File: config.mk
export PLATFORM = sky130hd
export DESIGN_NAME = sipo_shift_framer_flat
export DESIGN_NICKNAME = d
export VERILOG_FILES = /design/src/rtl/sipo_shift_framer_if.sv /design/src/rtl/sipo_shift_framer.sv /design/src/flat_wrapper.sv
export SDC_FILE = /design/constraint.sdc
export NUM_CORES = 1
export LEC_CHECK = 0
export ABC_CLOCK_PERIOD_IN_PS = 3900
export BUFFER_PORTS_ARGS = -buffer_cell sky130_fd_sc_hd__buf_2
export CAP_MARGIN = 15
export CORE_MARGIN = 3
export CORE_UTILIZATION = 50
export CTS_CLUSTER_DIAMETER = 120
export DETAILED_ROUTE_END_ITERATION = 7
export PLACE_DENSITY_LB_ADDON = 0.2
export SYNTH_ARGS = -nofsm -noshare
export SYNTH_HDL_FRONTEND = slang
export SYNTH_SLANG_ARGS = --single-unit
File: constraint.sdc
create_clock -name clk -period 3.9 [get_ports clk]
set_input_delay 0.975 -clock clk [delete_from_list [all_inputs] [get_ports clk]]
set_output_delay 0.975 -clock clk [all_outputs]
set_load 0.03 [all_outputs]
File: src/rtl/sipo_shift_framer_if.sv
// Handshake/bus bundle for sipo_shift_framer: serial/parallel inputs, register view and frame outputs.
// master drives the stimulus side; slave is the framer itself.
interface sipo_shift_framer_if #(
  parameter int WIDTH = 8
);
  localparam int CNT_W = $clog2(WIDTH);

  logic             en;
  logic             dir;
  logic             si;
  logic             load;
  logic [WIDTH-1:0] pi;
  logic [WIDTH-1:0] po;
  logic             so;
  logic [CNT_W-1:0] bit_cnt;
  logic             frame_valid;
  logic [WIDTH-1:0] frame_data;

  modport master (
    output en, dir, si, load, pi,
    input  po, so, bit_cnt, frame_valid, frame_data
  );

  modport slave (
    input  en, dir, si, load, pi,
    output po, so, bit_cnt, frame_valid, frame_data
  );
endinterface

File: src/rtl/sipo_shift_framer.sv
// Bidirectional SIPO shift register with parallel load and serial-out tap.
// It assembles a word every WIDTH enabled shifts and emits it with a one-cycle valid strobe.
module sipo_shift_framer #(
  parameter int               WIDTH     = 8,
  parameter logic [WIDTH-1:0] RESET_VAL = '0
) (
  input logic               clk,
  input logic               rst,
  sipo_shift_framer_if.slave bus
);
  localparam int               CNT_W    = $clog2(WIDTH);
  localparam logic [CNT_W-1:0] CNT_LAST = CNT_W'(WIDTH - 1);

  logic [WIDTH-1:0] po_q, po_d;
  logic [CNT_W-1:0] bit_cnt_q, bit_cnt_d;
  logic             frame_valid_q, frame_valid_d;
  logic [WIDTH-1:0] frame_data_q, frame_data_d;
  logic [WIDTH-1:0] shifted;

  function automatic logic [WIDTH-1:0] shift_in(input logic [WIDTH-1:0] cur,
                                                input logic             to_lsb,
                                                input logic             bit_in);
    if (to_lsb) begin
      shift_in = {bit_in, cur[WIDTH-1:1]};
    end else begin
      shift_in = {cur[WIDTH-2:0], bit_in};
    end
  endfunction

  always_comb begin
    shifted       = shift_in(po_q, bus.dir, bus.si);
    po_d          = po_q;
    bit_cnt_d     = bit_cnt_q;
    frame_valid_d = 1'b0;
    frame_data_d  = frame_data_q;
    // Load wins over shift and throws away any partially assembled frame.
    if (bus.load) begin
      po_d      = bus.pi;
      bit_cnt_d = '0;
    end else if (bus.en) begin
      po_d = shifted;
      if (bit_cnt_q == CNT_LAST) begin
        bit_cnt_d     = '0;
        frame_valid_d = 1'b1;
        frame_data_d  = shifted;
      end else begin
        bit_cnt_d = bit_cnt_q + 1'b1;
      end
    end
  end

  always_ff @(posedge clk) begin
    if (rst) begin
      po_q          <= RESET_VAL;
      bit_cnt_q     <= '0;
      frame_valid_q <= 1'b0;
      frame_data_q  <= '0;
    end else begin
      po_q          <= po_d;
      bit_cnt_q     <= bit_cnt_d;
      frame_valid_q <= frame_valid_d;
      frame_data_q  <= frame_data_d;
    end
  end

  // The tap is the bit about to fall off the register in the current direction.
  assign bus.so          = bus.dir ? po_q[0] : po_q[WIDTH-1];
  assign bus.po          = po_q;
  assign bus.bit_cnt     = bit_cnt_q;
  assign bus.frame_valid = frame_valid_q;
  assign bus.frame_data  = frame_data_q;
endmodule
File: src/flat_wrapper.sv
// flat-port wrapper written by rule: the top's interface ports become plain ports
module sipo_shift_framer_flat 
#(
  parameter int               WIDTH     = 8,
  parameter logic [WIDTH-1:0] RESET_VAL = '0
)
  (clk, rst, bus_en, bus_dir, bus_si, bus_load, bus_pi, bus_po, bus_so, bus_bit_cnt, bus_frame_valid, bus_frame_data);
  sipo_shift_framer_if #(.WIDTH(WIDTH)) bus_i ();
  input logic clk;
  input logic rst;
  input wire logic [$bits(bus_i.en)-1:0] bus_en;
  input wire logic [$bits(bus_i.dir)-1:0] bus_dir;
  input wire logic [$bits(bus_i.si)-1:0] bus_si;
  input wire logic [$bits(bus_i.load)-1:0] bus_load;
  input wire logic [$bits(bus_i.pi)-1:0] bus_pi;
  output wire logic [$bits(bus_i.po)-1:0] bus_po;
  output wire logic [$bits(bus_i.so)-1:0] bus_so;
  output wire logic [$bits(bus_i.bit_cnt)-1:0] bus_bit_cnt;
  output wire logic [$bits(bus_i.frame_valid)-1:0] bus_frame_valid;
  output wire logic [$bits(bus_i.frame_data)-1:0] bus_frame_data;
  assign bus_i.en = bus_en;
  assign bus_i.dir = bus_dir;
  assign bus_i.si = bus_si;
  assign bus_i.load = bus_load;
  assign bus_i.pi = bus_pi;
  assign bus_po = bus_i.po;
  assign bus_so = bus_i.so;
  assign bus_bit_cnt = bus_i.bit_cnt;
  assign bus_frame_valid = bus_i.frame_valid;
  assign bus_frame_data = bus_i.frame_data;
  sipo_shift_framer #(.WIDTH(WIDTH), .RESET_VAL(RESET_VAL)) u_core (.clk(clk), .rst(rst), .bus(bus_i));
endmodule
==> Word-level counts from Yosys, hierarchy flattened <==
Cells that the tools add are included.
{ "word_totals": {"regBits": 20, "elab_cells": 18, "input_bits": 14, "output_inout_bits": 21} }
{ "classes": {"n_eq_ne": 1, "n_bitwise": 2, "reduce_logical": 4, "n_addsub": 1, "mux": 6} }
{ "ops": {"columns": ["op", "count"], "rows": [
  ["$mux 8", 3],
  ["$add 3x1->3 const B", 1],
  ["$eq 3x3->1 const B", 1],
  ["$mux 3", 1],
  ["$reduce_and 3->1", 1],
  ["$reduce_or 3->1", 1],
  ["$mux 1", 2],
  ["$not 1->1", 2],
  ["$reduce_bool 2->1", 1],
  ["$reduce_or 2->1", 1]
]} }

==> Longest topological paths before layout <==
Gate-level depths: netlist (run 1).
{ "logic_depth": {"word_depth": 3, "ltp_mapped": 7, "mapped_depth_nobuf": 5} }

==> Worst setup path before layout (run 1) <==
No wires, ideal clock.
{ "synth_timing": {"path_type": "input port to output port", "from": "input bus_dir", "to": "output bus_so", "path_stages": 2, "t_required_ps": 2925, "path_slack_ps": 1371, "arrival_time_ps": 1554, "n_path_buf": 1, "path_cell_list": "buf_6 mux2_1"} }
{ "synth_between": {"elab_chain_cells": 1} }
{ "synth_rtl": {"columns": ["item", "line", "source"], "rows": [
  ["start, declared", "flat_wrapper.sv:12", "input wire logic [$bits(bus_i.dir)-1:0] bus_dir;"],
  ["$mux 1", "sipo_shift_framer.sv:67", "assign bus.so = bus.dir ? po_q[0] : po_q[WIDTH-1];"],
  ["end, declared", "flat_wrapper.sv:17", "output wire logic [$bits(bus_i.so)-1:0] bus_so;"]
]} }
No other way between the ends.

==> Worst setup path after layout (run 1) <==
Ends and elaborated chain as after synthesis.

==> results.toml, run 1 <==
[detailed_routing]
vias = 793
drc = 0
ant_nets = 0
wl_per_cell_um = 12.39
first_pass_iters = 4
drt_wl_total_um = 1895
first_iter_violations = 8
via_per_inst = 5.183

[grt]
grt_remaining_overflow = 0
grt_pass1_wl_um = 3180
grt_pass1_vias = 650
grt_max_degree = 23
grt_antenna_before_repair = 0
track_usage = 0.1685

[hold_path]
min_path_type = "flop to flop"
hold-path-endpoint = "u_core.bus.frame_data[5]$_SDFFE_PP0P_"
hold_depth = 2
hold_start = "u_core.bus.frame_data[5]$_SDFFE_PP0P_"

[clock_network]
postCtsHoldBufs = 0
cts_setup_buffers = 0
insertion_delay_ps = 290
cts_tree = "done"
path_clk_slew_ps = 120
cts_buffers = 3
cts_root_buf = "clkbuf_4"
cts.path.max_buffers = 2
htreeDepth = 1
cts_sinks = 20
cts_resized = 0

[critical_path]
required_ps = 2920
cp.arrival_ps = 1720
endpoint_kind = "output port"
r2r-start = "u_core.bus.bit_cnt[0]$_SDFFE_PP0P_"
start_kind = "primary input"
r2r_setup_slack_ps = 2250
crit_fanout = 9
r2r-end = "u_core.bus.frame_data[4]$_SDFFE_PP0P_"
crit_type = "primary input to output port"
rr_worst_depth = 5

[sta]
max_freq_mhz = 371.4
slew_viol_final = 0
maxSlewHeadroom = 0.6771
fin_ws_ps = 1207
worstMarginPinSlew_ps = 484.4
final-setup-viol-count = 0
finalHoldViolCount = 0
rsz0062_at_grt = "false"
clock_skew_ps = 0.4647
finalCriticalPeriod_ps = 2693
fin_tns_setup_ps = 0
fin_crit_sh = 0.6904

[yosys]
syn_nets = 116
yosys-top-cells-count = "dfxtp_1, nor2_1, a21oi_1"
yosysWarningCount = 0
postSynthCellCount = 100
synth-seq-cells = 20
netlist-cell-type-count = 17
netlist_area_um2 = 904.6
synth_largest_area_cell = "dfxtp_1"
ys_seq_area_frac = 0.4426
yosysTopAreaCellShare = 0.4426
synth_most_common_cell = "dfxtp_1"
netlist_top_cells_area = "dfxtp_1, mux2i_1, a211o_1"
synth-edff-count = 0
async_reset_ff_frac = 0
synthFlopType = "dfxtp_1"
syn-mean-instance-area_um2 = 9.046

[die]
dieArea_um2 = 2356
fp.dieH_um = 48.54
die_w_um = 48.54
num_rows = 14
core_area_um2 = 1594
initial_core_util = 0.5675
ioPinCount = 35

[place]
place_ws_ps = 1207
place.gp.congestion = 0.7636
post-dp-hpwl_um = 1410
portBuffers = 34

[final_layout]
fin_nets = 146
drive_gt1_frac = 0.2946
diodes = 0
seq_area_um2 = 400.4
multi_input_area_um2 = 445.4
syn2layout_area_growth_pct = 20.06
fillCellCount = 142
utilization = 0.6813

[run_status]
status = "finished, final reports clean"

[power]
leakagePower_nw = 0.5303
p_per_area_nw_per_um2 = 368.8
ir_drop_mv = 0.2166

[flow_run]
cap_violations = 0
==> routing by layer <==
layer	vias up	wire [um]	track usage
met3	2	81	0.03067
met5	-	0	0
met1	351	947	0.2538
met2	25	852	0.2385
li1	415	-	-
met4	0	14	0.05687
==> sequential cells by signal, summed over array words and instances, names as in the netlist <==
name / flops
u_core.bus.po: 8
u_core.bus.frame_valid: 1
u_core.bus.bit_cnt: 3
u_core.bus.frame_data: 8
==> per-stage QoR <==
step / hold slack, ps / instances / instance area (um^2) / total power (W)
after floorplan: 618.1 / 100 / 904.6 / 0.0002661
after global placement: 484.3 / 149 / 1050 / 0.0002827
after detailed placement: 490.7 / 149 / 1050 / 0.0002846
after CTS: 507.4 / 153 / 1086 / 0.0004005
after global routing: 533.7 / 153 / 1086 / 0.0004229
final: 502.2 / 153 / 1086 / 0.0004006
==> logic make-up after synthesis <==
family                     after synthesis  share of synthesized area
and+or+nand+nor                         32                     0.1535
muxes                                   10                     0.1120
DFF                                     20                     0.4426
adders and majority gates                2                    0.02766
AOI/OAI and AO/OA                       26                     0.1992
buffers and inverters                   10                    0.06500
==> worst max-delay path, stage by stage <==
cell and delay (ps):
buf_2 220, mux2_1 340, buf_2 180
==> where the power goes <==
| part | internal, W | switching [W] |
|---|---|---|
| combinational | 0.0000229 | 0.0000403 |
| clock | 0.0000568 | 0.0000637 |
| sequential | 0.000211 | 0.00000634 |
==> worst max-delay path by stage <==
stage,endpoint,startpoint
after floorplan,bus_so,bus_dir
after global placement,bus_so,bus_dir
after detailed placement,bus_so,bus_dir
after CTS,bus_so,bus_dir
after global routing,bus_so,bus_dir
final,bus_so,bus_dir
==> final cells by class <==
class	instances	share of cell area
well taps	24	0.02765
inverters	1	0.003456
repair buffers	34	0.1567
flip-flops and latches	20	0.3687
multi-input cells	70	0.4101
clock buffers	4	0.03341
==> layout by cell type, fill, tap and decap left out <==
| cell | Yosys | layout |
|---|---|---|
| ha_1 | 2 | 2 |
| mux2_1 | 1 | 1 |
| clkbuf_8 | 0 | 1 |
| inv_1 | 1 | 1 |
| mux2i_1 | 9 | 9 |
| nor3_1 | 4 | 4 |
| and3b_1 | 2 | 2 |
| nor2_1 | 16 | 16 |
| a21oi_1 | 10 | 10 |
| a211oi_1 | 8 | 8 |
| a211o_1 | 8 | 8 |
| dfxtp_1 | 20 | 20 |
| nand2_1 | 9 | 9 |
| nor3b_1 | 1 | 1 |
| buf_2 | 2 | 34 |
| clkbuf_4 | 0 | 3 |
Power figures use the tool's default switching activity.
==> run 2, diff against run 1 <==
Settings changed: ABC_CLOCK_PERIOD_IN_PS 3900 to 2500, CORE_UTILIZATION 50 to 46.
Clock period 3.9 ns to 2.5 ns, I/O delays scaled along.
==> results.toml, run 2 (synthesis results as in run 1) <==
[critical_path]
startpoint = "bus_dir"
crit_type = "primary input to output port"
crit_path_frequent_cell = "buf_2"
critical-path-top-delay-family = "buffers and inverters"
slowest_stage = "mux2_1"
max_stage_delay_ps = 340
cp.buffers_inverters = 2
crit_chain = "buf_2 > mux2_1 > buf_2"
cp.arrival_ps = 1380
required_ps = 1880
start_kind = "primary input"
endpoint_kind = "output port"
crit_fanout = 9
r2r-start = "u_core.bus.bit_cnt[0]$_SDFFE_PP0P_"

[hold_path]
hold_start = "u_core.bus.frame_data[0]$_SDFFE_PP0P_"
min_path_type = "flop to flop"

[die]
die_w_um = 50.35
ioPinCount = 35
initial_core_util = 0.5074
fp.dieH_um = 50.35
num_rows = 15
dieArea_um2 = 2535
core_area_um2 = 1783

[final_layout]
fin_nets = 146
drive_gt1_frac = 0.2946
layout_common_cells = "buf_2, dfxtp_1, nor2_1"
syn2layout_area_growth_pct = 20.19
diodes = 0
layout_commonest_cell = "buf_2"

[sta]
clock_skew_ps = 1.301
rsz0062_at_grt = "false"
worstMarginPinSlew_ps = 492.0
fin_crit_sh = 0.8002
fin_ws_ps = 499.5
fin_tns_setup_ps = 0
max_freq_mhz = 499.9
maxSlewHeadroom = 0.6720
final-setup-viol-count = 0
timing.hold.ws_ps = 500.0
finalCriticalPeriod_ps = 2000
finalHoldViolCount = 0
slew_viol_final = 0

[detailed_routing]
vias = 788
drc = 0
via_per_inst = 5.117
first_iter_violations = 4
first_pass_iters = 4
drt_wl_total_um = 1841
wl_per_cell_um = 11.95
ant_nets = 0

[flow_run]
cap_violations = 0

[clock_network]
cts_resized = 0
cts_tree = "done"
cts_sinks = 20
cts_setup_buffers = 0
path_clk_slew_ps = 110
cts.path.max_buffers = 2
cts_root_buf = "clkbuf_4"
cts_buffers = 3
insertion_delay_ps = 290
htreeDepth = 1
postCtsHoldBufs = 0

[place]
post-dp-hpwl_um = 1359
portBuffers = 34
place.gp.congestion = 0.7405
place_ws_ps = 506.8

[grt]
grt_max_degree = 23
grt_pass1_wl_um = 3042
grt_antenna_before_repair = 0
track_usage = 0.1532
grt_pass1_vias = 680
grt_remaining_overflow = 0

[power]
leakagePower_nw = 0.5303
p_per_area_nw_per_um2 = 570.1
ir_drop_mv = 0.2729
total_power_w = 0.0006199

[run_status]
status = "finished, final reports clean"
[run 2: report_power, final]
part            total, W  internal (W)  leakage [nW]  switching, W
sequential      0.000338      0.000328         0.163     0.0000101
clock           0.000184     0.0000887        0.0210     0.0000953
combinational  0.0000974     0.0000356         0.346     0.0000618
[run 2: layout make-up]
type / count / area, um^2
inverters: 1 / 3.754
clock buffers: 4 / 36.28
repair buffers: 34 / 170.2
multi-input cells: 70 / 445.4
fillers: 168 / 695.7
well taps: 25 / 31.28
flip-flops and latches: 20 / 400.4
[run 2: per-stage QoR]
stage,cell area (um^2),utilization,std cells
global route,1087,0.6098,154
detailed placement,1051,0.5895,150
CTS,1087,0.6098,154
finish,1087,0.6098,154
global placement,1051,0.5895,150
floorplan,904.6,-,100
[run 2: final timing paths]
path / to / slack [ps] / depth (start not counted)
hold / removal: u_core.bus.frame_data[0]$_SDFFE_PP0P_ / 500 / 2
setup / recovery: bus_so / 500 / 3
hold reg to reg: u_core.bus.frame_data[0]$_SDFFE_PP0P_ / 500 / 2
setup reg to reg: u_core.bus.frame_data[7]$_SDFFE_PP0P_ / 880 / 5
[run 2: worst register-to-register path: cells and delay by family (launching register included)]
kind                       cells  cell delay [ps]
and+or+nand+nor                2              580
adders and majority gates      2              370
AOI/OAI and AO/OA              1              210
DFF                            1              390
[run 2: per-layer routing]
layer	vias to the layer above	part of all wire	track usage
met1	346	0.47	0.2059
met5	-	0	0
li1	416	-	-
met2	24	0.45	0.2370
met4	0	0.0065	0.06726
met3	2	0.074	0.02967
==> run 3, diff against run 2 <==
Settings changed: ABC_CLOCK_PERIOD_IN_PS 2500 to 1650, CORE_UTILIZATION 46 to 42.
Clock period 2.5 ns to 1.65 ns, I/O delays scaled along.
==> results.toml, run 3 (synthesis results as in run 1) <==
[clock_network]
cts.path.max_buffers = 2
insertion_delay_ps = 290
cts_resized = 0
cts_root_buf = "clkbuf_4"
cts_setup_buffers = 0
cts_sinks = 20
cts_buffers = 3
postCtsHoldBufs = 0
htreeDepth = 1
cts_tree = "done"
path_clk_slew_ps = 110

[final_layout]
layout_commonest_cell = "buf_2"
drive_gt1_frac = 0.3106
layout_common_cells = "buf_2, dfxtp_1, nor2_1"
stdcell_area_um2 = 1106
fillCellCount = 205
seq_area_um2 = 400.4
syn2layout_area_growth_pct = 22.27
multi_input_area_um2 = 445.4
diodes = 0
fin_nets = 150

[place]
place.gp.congestion = 0.7263
portBuffers = 34
post-dp-hpwl_um = 1500
placedInstanceArea_um2 = 1084

[critical_path]
endpoint_kind = "output port"
startpoint = "u_core.bus.po[0]$_SDFFE_PP0P_"
slowest_stage = "dfxtp_1"
rr_worst_depth = 6
required_ps = 1240
endpoint = "bus_so"
cp.buffers_inverters = 1
max_stage_delay_ps = 360
path_depth = 2
r2r_setup_slack_ps = 180
crit_fanout = 4
crit_chain = "mux2_1 > buf_2"
r2r-end = "u_core.bus.frame_data[2]$_SDFFE_PP0P_"
crit_type = "flop to output port"
cp.arrival_ps = 1130
start_kind = "flop"
critical-path-top-delay-family = "flip-flops"
r2r-start = "u_core.bus.bit_cnt[0]$_SDFFE_PP0P_"

[detailed_routing]
via_per_inst = 4.969
ant_nets = 0
first_iter_violations = 10
wl_per_cell_um = 12.62
drt_wl_total_um = 2007
vias = 790
first_pass_iters = 4
drc = 0

[sta]
final-setup-viol-count = 0
slew_viol_final = 0
finalHoldViolCount = 0
rsz0062_at_grt = "false"
fin_crit_sh = 0.9360
clock_skew_ps = 0.9553
maxSlewHeadroom = 0.7484
finalCriticalPeriod_ps = 1544
max_freq_mhz = 647.5
worstMarginPinSlew_ps = 377.4
fin_tns_setup_ps = 0

[hold_path]
min_path_type = "primary input to flop"

[die]
initial_core_util = 0.4519
core_area_um2 = 2002
die_w_um = 52.41
dieArea_um2 = 2747
fp.dieH_um = 52.41
ioPinCount = 35
num_rows = 16

[power]
p_per_area_nw_per_um2 = 814.5
ir_drop_mv = 0.4509
leakagePower_nw = 0.5430

[grt]
grt_pass1_wl_um = 3263
track_usage = 0.1619
grt_pass1_vias = 752
grt_remaining_overflow = 0
grt_antenna_before_repair = 0
grt_max_degree = 22

[flow_run]
cap_violations = 0

[run_status]
status = "finished, final reports clean"
==> run 3: worst min-delay path by stage <==
stage / start / to / slack (ps) / depth (start not counted)
6_report: bus_pi[2] / u_core.bus.po[2]$_SDFFE_PP0P_ / 350 / 3
5_1_grt: bus_pi[0] / u_core.bus.po[0]$_SDFFE_PP0P_ / 350 / 3
4_1_cts: bus_pi[2] / u_core.bus.po[2]$_SDFFE_PP0P_ / 340 / 3
3_5_place_dp: u_core.bus.frame_data[6]$_SDFFE_PP0P_ / u_core.bus.frame_data[6]$_SDFFE_PP0P_ / 490 / 2
3_3_place_gp: u_core.bus.frame_data[6]$_SDFFE_PP0P_ / u_core.bus.frame_data[6]$_SDFFE_PP0P_ / 490 / 2
2_1_floorplan: bus_pi[6] / u_core.bus.po[6]$_SDFFE_PP0P_ / 550 / 2
==> run 3: per-stage QoR <==
step / setup slack [ps] / utilization / hold slack [ps] / cells / total power, W
finish: 105.6 / 0.5525 / 346.4 / 159 / 0.0009008
global route: 7.180 / 0.5525 / 346.5 / 159 / 0.0009333
CTS: 92.04 / 0.5525 / 341.9 / 159 / 0.0009038
detailed placement: 193.1 / 0.5413 / 490.6 / 156 / 0.0006804
global placement: 239.4 / 0.5413 / 487.7 / 156 / 0.0006756
floorplan: 46.04 / - / 548.5 / 100 / 0.0006291
==> run 3: final cells by class <==
| cell class | instances | share of cell area |
|---|---|---|
| Timing Repair Buffer | 38 | 0.1810 |
| Sequential cell | 20 | 0.3620 |
| Tap cell | 27 | 0.03054 |
| Clock buffer | 3 | 0.02036 |
| Inverter | 1 | 0.003394 |
| Multi-Input combinational cell | 70 | 0.4027 |
==> run 3: worst register-to-register path, stage by stage (launching register included) <==
cell	delay, ps
dfxtp_1	390
ha_1	180
ha_1	200
and3b_1	170
buf_4	190
nor2_1	60
a211oi_1	200
==> run 3: per-layer routing <==
| layer | routed length, um | global-route usage |
|---|---|---|
| met1 | 995 | 0.2073 |
| met2 | 869 | 0.2500 |
| met3 | 106 | 0.03134 |
| met4 | 35 | 0.09362 |
| met5 | 0 | 0 |
==> run 3: power breakdown <==
group	leakage (nW)	switching [W]	internal, W
combinational	0.366	0.0000968	0.0000587
clock	0.0138	0.000147	0.0000850
sequential	0.163	0.0000160	0.000498
